$ cat src/rtl/bus_transfer_ctrl.sv
// bus_transfer_ctrl
// Moves one 32-bit register to another over the shared bus, one move per request.
// A request latches source/destination indices in IDLE, drives the source onto the bus
// for one cycle (DRIVE), strobes the destination enable for one cycle (WRITE), then
// pulses done (DONE). Out-of-range indices skip straight to DONE with err set.
//
// Ports:
//   clock    - system clock, rising edge
//   clear    - asynchronous reset, active-low
//   start    - transfer request, sampled only in IDLE
//   src_sel  - source register index
//   dst_sel  - destination register index
//   reg_q    - packed register Q outputs, register i at [32*i+31:32*i]
//   busy     - high during DRIVE and WRITE
//   done     - one-cycle completion pulse
//   err      - one-cycle pulse with done for an invalid request
//   bus_out  - registered bus value feeding the register D inputs
//   reg_out  - one-hot source-drive strobe
//   reg_in   - one-hot destination write-enable
module bus_transfer_ctrl #(
    parameter int unsigned NREGS = 16,
    parameter int unsigned SELW  = 4
) (
    input  logic                  clock,
    input  logic                  clear,
    input  logic                  start,
    input  logic [SELW-1:0]       src_sel,
    input  logic [SELW-1:0]       dst_sel,
    input  logic [NREGS*32-1:0]   reg_q,
    output logic                  busy,
    output logic                  done,
    output logic                  err,
    output logic [31:0]           bus_out,
    output logic [NREGS-1:0]      reg_out,
    output logic [NREGS-1:0]      reg_in
);

    typedef enum logic [1:0] {StIdle, StDrive, StWrite, StDone} state_e;

    localparam logic [SELW:0] RegLimit = (SELW + 1)'(NREGS);

    state_e           state_q, state_d;
    logic [SELW-1:0]  src_q, dst_q;
    logic             err_q;
    logic             req_bad;
    logic [31:0]      src_word;
    logic [NREGS-1:0] src_oh, dst_oh;

    // Either index outside the attached register range makes the request invalid.
    assign req_bad = ({1'b0, src_sel} >= RegLimit) || ({1'b0, dst_sel} >= RegLimit);

    // Decodes and the source mux work on latched indices only, so the outputs never
    // see the live select inputs.
    always_comb begin
        src_word = '0;
        src_oh   = '0;
        dst_oh   = '0;
        for (int i = 0; i < NREGS; i++) begin
            if (src_q == SELW'(i)) begin
                src_word  = reg_q[32*i +: 32];
                src_oh[i] = 1'b1;
            end
            if (dst_q == SELW'(i)) begin
                dst_oh[i] = 1'b1;
            end
        end
    end

    // State register
    always_ff @(posedge clock or negedge clear) begin
        if (!clear) begin
            state_q <= StIdle;
        end else begin
            state_q <= state_d;
        end
    end

    // Next-state logic
    always_comb begin
        state_d = state_q;
        unique case (state_q)
            StIdle: begin
                if (start) begin
                    state_d = req_bad ? StDone : StDrive;
                end
            end
            StDrive: state_d = StWrite;
            StWrite: state_d = StDone;
            StDone:  state_d = StIdle;
            default: state_d = StIdle;
        endcase
    end

    // Request latch, error flag and bus register
    always_ff @(posedge clock or negedge clear) begin
        if (!clear) begin
            src_q   <= '0;
            dst_q   <= '0;
            err_q   <= 1'b0;
            bus_out <= '0;
        end else begin
            unique case (state_q)
                StIdle: begin
                    if (start) begin
                        src_q <= src_sel;
                        dst_q <= dst_sel;
                        err_q <= req_bad;
                    end
                end
                // Sampled here so reg_q changes during WRITE cannot disturb the bus.
                StDrive: bus_out <= src_word;
                StDone:  err_q   <= 1'b0;
                default: ;
            endcase
        end
    end

    // Output decode
    always_comb begin
        busy    = 1'b0;
        done    = 1'b0;
        err     = 1'b0;
        reg_out = '0;
        reg_in  = '0;
        unique case (state_q)
            StDrive: begin
                busy    = 1'b1;
                reg_out = src_oh;
            end
            StWrite: begin
                busy    = 1'b1;
                reg_out = src_oh;
                reg_in  = dst_oh;
            end
            StDone: begin
                done = 1'b1;
                err  = err_q;
            end
            default: ;
        endcase
    end

endmodule

$ cat config.mk
export PLATFORM = sky130hd
export DESIGN_NAME = bus_transfer_ctrl
export DESIGN_NICKNAME = d
export VERILOG_FILES = /design/src/rtl/bus_transfer_ctrl.sv
export SDC_FILE = /design/constraint.sdc
export NUM_CORES = 1
export LEC_CHECK = 0
export BUFFER_PORTS_ARGS = -buffer_cell sky130_fd_sc_hd__buf_4
export CAP_MARGIN = 10
export CORE_AREA = 2 2 230 232
export DETAILED_ROUTE_END_ITERATION = 8
export DIE_AREA = 0 0 232 234
export GPL_ROUTABILITY_DRIVEN = 0
export GPL_TIMING_DRIVEN = 0
export SYNTH_ARGS = -nofsm -noshare
export SYNTH_HDL_FRONTEND = slang
export SYNTH_SLANG_ARGS = --single-unit
$ cat constraint.sdc
create_clock -name clock -period 2.02 [get_ports clock]
set_clock_uncertainty 0.05 [all_clocks]
set_input_delay 0.404 -clock clock [delete_from_list [all_inputs] [get_ports clock]]
set_output_delay 0.404 -clock clock [all_outputs]
set_load 0.02 [all_outputs]
==> flow_summary_export.csv <==
group,metric,value,unit
outcome,status,"complete, but fails checks",
outcome,violations,"setup timing",
pwr,ir_drop,597,µV
setup_path,crit_required,2230,ps
logic_synthesis,synth_cells,879,
route,wl_per_cell,31.7,µm
layout,syn2layout_area_growth,121,%
sta,slew_headroom,48.1,%
sta,setup_tns,-7800,ps
floorplanning,die_w,232,µm
pwr,switching_share,53.9,%
pwr,power.density,1660,nW/µm²
route,drt_iter0_drc,939,
sta,drv_slew,0,
pwr,leakage,6.72,nW
floorplanning,io_pins,590,
sta,period_needed,2260,ps
logic_synthesis,syn_nets,1407,
setup_path,critPathMaxStageDelay,500,ps
clock_tree,clk_latency,320,ps
logic_synthesis,synth_edf_count,0,
logic_synthesis,syn-cell-area,6980,µm²
route,drc,0,
logic_synthesis,yosys.area.top_type,"dfrtp_1",
pwr,p_clk_share,4.2,%
sta,finalHoldViolCount,0,
sta,rsz0062_at_grt,"yes",
logic_synthesis,synth.avg_cell_area,7.95,µm²
clock_tree,cts_tree,"yes",
logic_synthesis,synthArstFlopShare,100,%
clock_tree,clkTransAtPathRegs,70,ps
sta,post-route-period-util,112,%
floorplanning,dieArea,54300,µm²
global_route,grt_usage,24.8,%
setup_path,cp.arrival,2470,ps
setup_path,path_cells,"buf_6 -> or3b_4 -> buf_12 -> buf_12 -> o21bai_4 -> a31oi_2 -> o221ai_2 -> o221a_2",
job,drv_cap,0,
route,dr.pass1.iters,6,
setup_path,start_kind,"flop",
logic_synthesis,synth_commonest_cells,"92 x nor2_1, 91 x o21ai_0, 76 x mux2i_1, 61 x a21oi_1, 42 x dfrtp_1",
logic_synthesis,ys_seq_elements,42,
placement,io_buffers,588,
layout,drive_gt1_share,67.2,%
clock_tree,cts.htree.levels,2,
logic_synthesis,ys_types,60,
setup_path,cp.buffers_inverters,3,
logic_synthesis,synthMostInstantiatedCell,"nor2_1",
sta,fmax,442,MHz
placement,dp_slack,-1360,ps
pwr,power_switching,13.8,mW
route,postRouteAntennaNets,0,
clock_tree,root_buffer,"clkbuf_16",
floorplanning,core-area,52000,µm²
logic_synthesis,ys.flop_type,"dfrtp_1",
clock_tree,cts_buffer_depth,2,
setup_path,cpMostUsedCell,"buf_12",
setup_path,path_max_fanout,9,
clock_tree,hold_buffers,0,
pwr,pwr-share-comb,89.1,%
floorplanning,initial_core_util,13.4,%
route,vias_per_cell,5.01,
global_route,grt_overflow_total,0,
worst_hold_path,hold_class,"in2async",
setup_path,path_delay_family,"compound AO/OA/AOI/OAI gates",
global_route,grt_max_degree,43,
global_route,grt_antenna_before_repair,7,
pwr,seqPwrFrac,6.7,%
route,wl,71200,µm
floorplanning,rows,84,
sta,setup_viol,57,
clock_tree,cts_made_buffers,5,
setup_path,crit_slowest_cell,"dfrtp_2",
pwr,p_int,11.8,mW
floorplanning,chipHeight,234,µm
logic_synthesis,synth_top_cell_area_share,15.0,%
sta,tightest_slew,779,ps
setup_path,critical_path_class,"reg2reg",
clock_tree,numClockSinks,42,
layout,nFillCells,5486,
logic_synthesis,synth_area_leaders,"dfrtp_1 15%, mux2i_1 11%, mux4_2 7.4%",
setup_path,crit_path_end_kind,"flop",
route,via_count,11243,
logic_synthesis,yosysWarnings,0,
global_route,grt_pass1_wl,91700,µm
logic_synthesis,seq_area_frac_synth,15.0,%
global_route,grt_pass1_vias,11567,
placement,dp_hpwl,56400,µm
layout,nets,2081,
sta,fin_ws,-240,ps
-- final cells by class --
class,instances,area (µm²),share of cell area [%]
tap,688,861,5.57
inverter,8,30.0,0.194
buffer,95,1290,8.36
timing repair buffer,672,5400,35.0
multi-input combinational,729,6630,42.9
antenna,5,12.5,0.0810
clock inverter,1,30.0,0.194
sequential,42,1060,6.84
clock buffer,6,139,0.899
-- metrics by stage --
stage	hold slack [ps]	cell area (µm²)	power (mW)	instances	utilization [%]
3_5_place_dp	451	12300	17.7	2155	23.6
5_1_grt	112	15400	26.8	2243	29.7
3_3_place_gp	443	12300	17.5	2155	23.6
4_1_cts	88.1	14700	23.9	2218	28.2
2_1_floorplan	58.4	6980	10.0	879	-
6_report	78.8	15500	25.6	2246	29.7
-- worst register-to-register path, delay by kind of cell (launching register included) --
family                 cells  cell delay [ps]
AOI/OAI and AO/OA          4              780
DFF                        1              500
buffers and inverters      3              500
and+or+nand+nor            1              380
-- state kept, by name, summed over array words and instances, names as in the netlist --
name and count:
bus_out 32, dst_q 4, src_q 4, state_q 2
-- routing by layer --
| metal | up-vias | GRT usage, % | share of wire (%) |
|---|---|---|---|
| met4 | 6 | 8.23 | 3.2 |
| li1 | 4856 | - | - |
| met3 | 125 | 5.47 | 7.1 |
| met5 | - | 0 | 0.053 |
| met1 | 5598 | 32.0 | 43 |
| met2 | 658 | 40.8 | 47 |
-- cell usage in the layout, fill, tap and decap left out, drive strengths merged, types with 14 or more instances in the layout --
master,synthesis,layout
buf,68,736
nor2,92,92
o21ai,92,92
mux2i,76,76
a21oi,61,61
dfrtp,42,42
mux2,37,37
clkbuf,32,36
o221ai,34,34
nand2,33,33
o22ai,26,26
mux4,23,23
a221oi,22,22
nor3,22,22
a31oi,21,21
nor2b,19,19
o221a,14,14
o21bai,14,14
a22oi,14,14
-- cells by family after synthesis --
group                      after synthesis  synth area share (%)
muxes                                  136                  24.3
AOI/OAI and AO/OA                      366                  36.0
adders and majority gates                5                 0.896
other                                    1                0.0537
buffers and inverters                  108                  8.44
and+or+nand+nor                        221                  15.3
DFF                                     42                  15.0
-- power by group through the flow --
| stage | Sequential [mW] | Clock (mW) | Combinational, mW |
|---|---|---|---|
| 3_3_place_gp | 1.61 | 0 | 15.9 |
| 6_report | 1.73 | 1.07 | 22.8 |
| 3_5_place_dp | 1.63 | 0 | 16.0 |
| 4_1_cts | 1.67 | 1.11 | 21.2 |
| 5_1_grt | 1.76 | 1.12 | 23.9 |
| 2_1_floorplan | 1.90 | 0 | 8.14 |
-- final timing paths --
path                                        start  cells past startpoint  slack (ps)                      end
setup reg to reg             src_q[3]$_DFFE_PN0P_                      8        -240  bus_out[23]$_DFFE_PN0N_
setup / recovery             src_q[3]$_DFFE_PN0P_                      8        -240  bus_out[23]$_DFFE_PN0N_
min in group clock                     reg_q[493]                      3         260  bus_out[13]$_DFFE_PN0N_
hold reg to reg            bus_out[8]$_DFFE_PN0N_                      1         480   bus_out[8]$_DFFE_PN0N_
hold / removal                              clear                      1          80   bus_out[5]$_DFFE_PN0N_
max in group asynchronous                   clear                      1        1240   state_q[1]$_DFFE_PN0P_
-- repair_timing --
action,4_1_cts,5_1_grt
resized for setup,404,151
pin swaps,72,69
endpoints found under the setup margin,69,61
cloned,7,5
buffers inserted,53,21
Power figures use the tool's default switching activity.
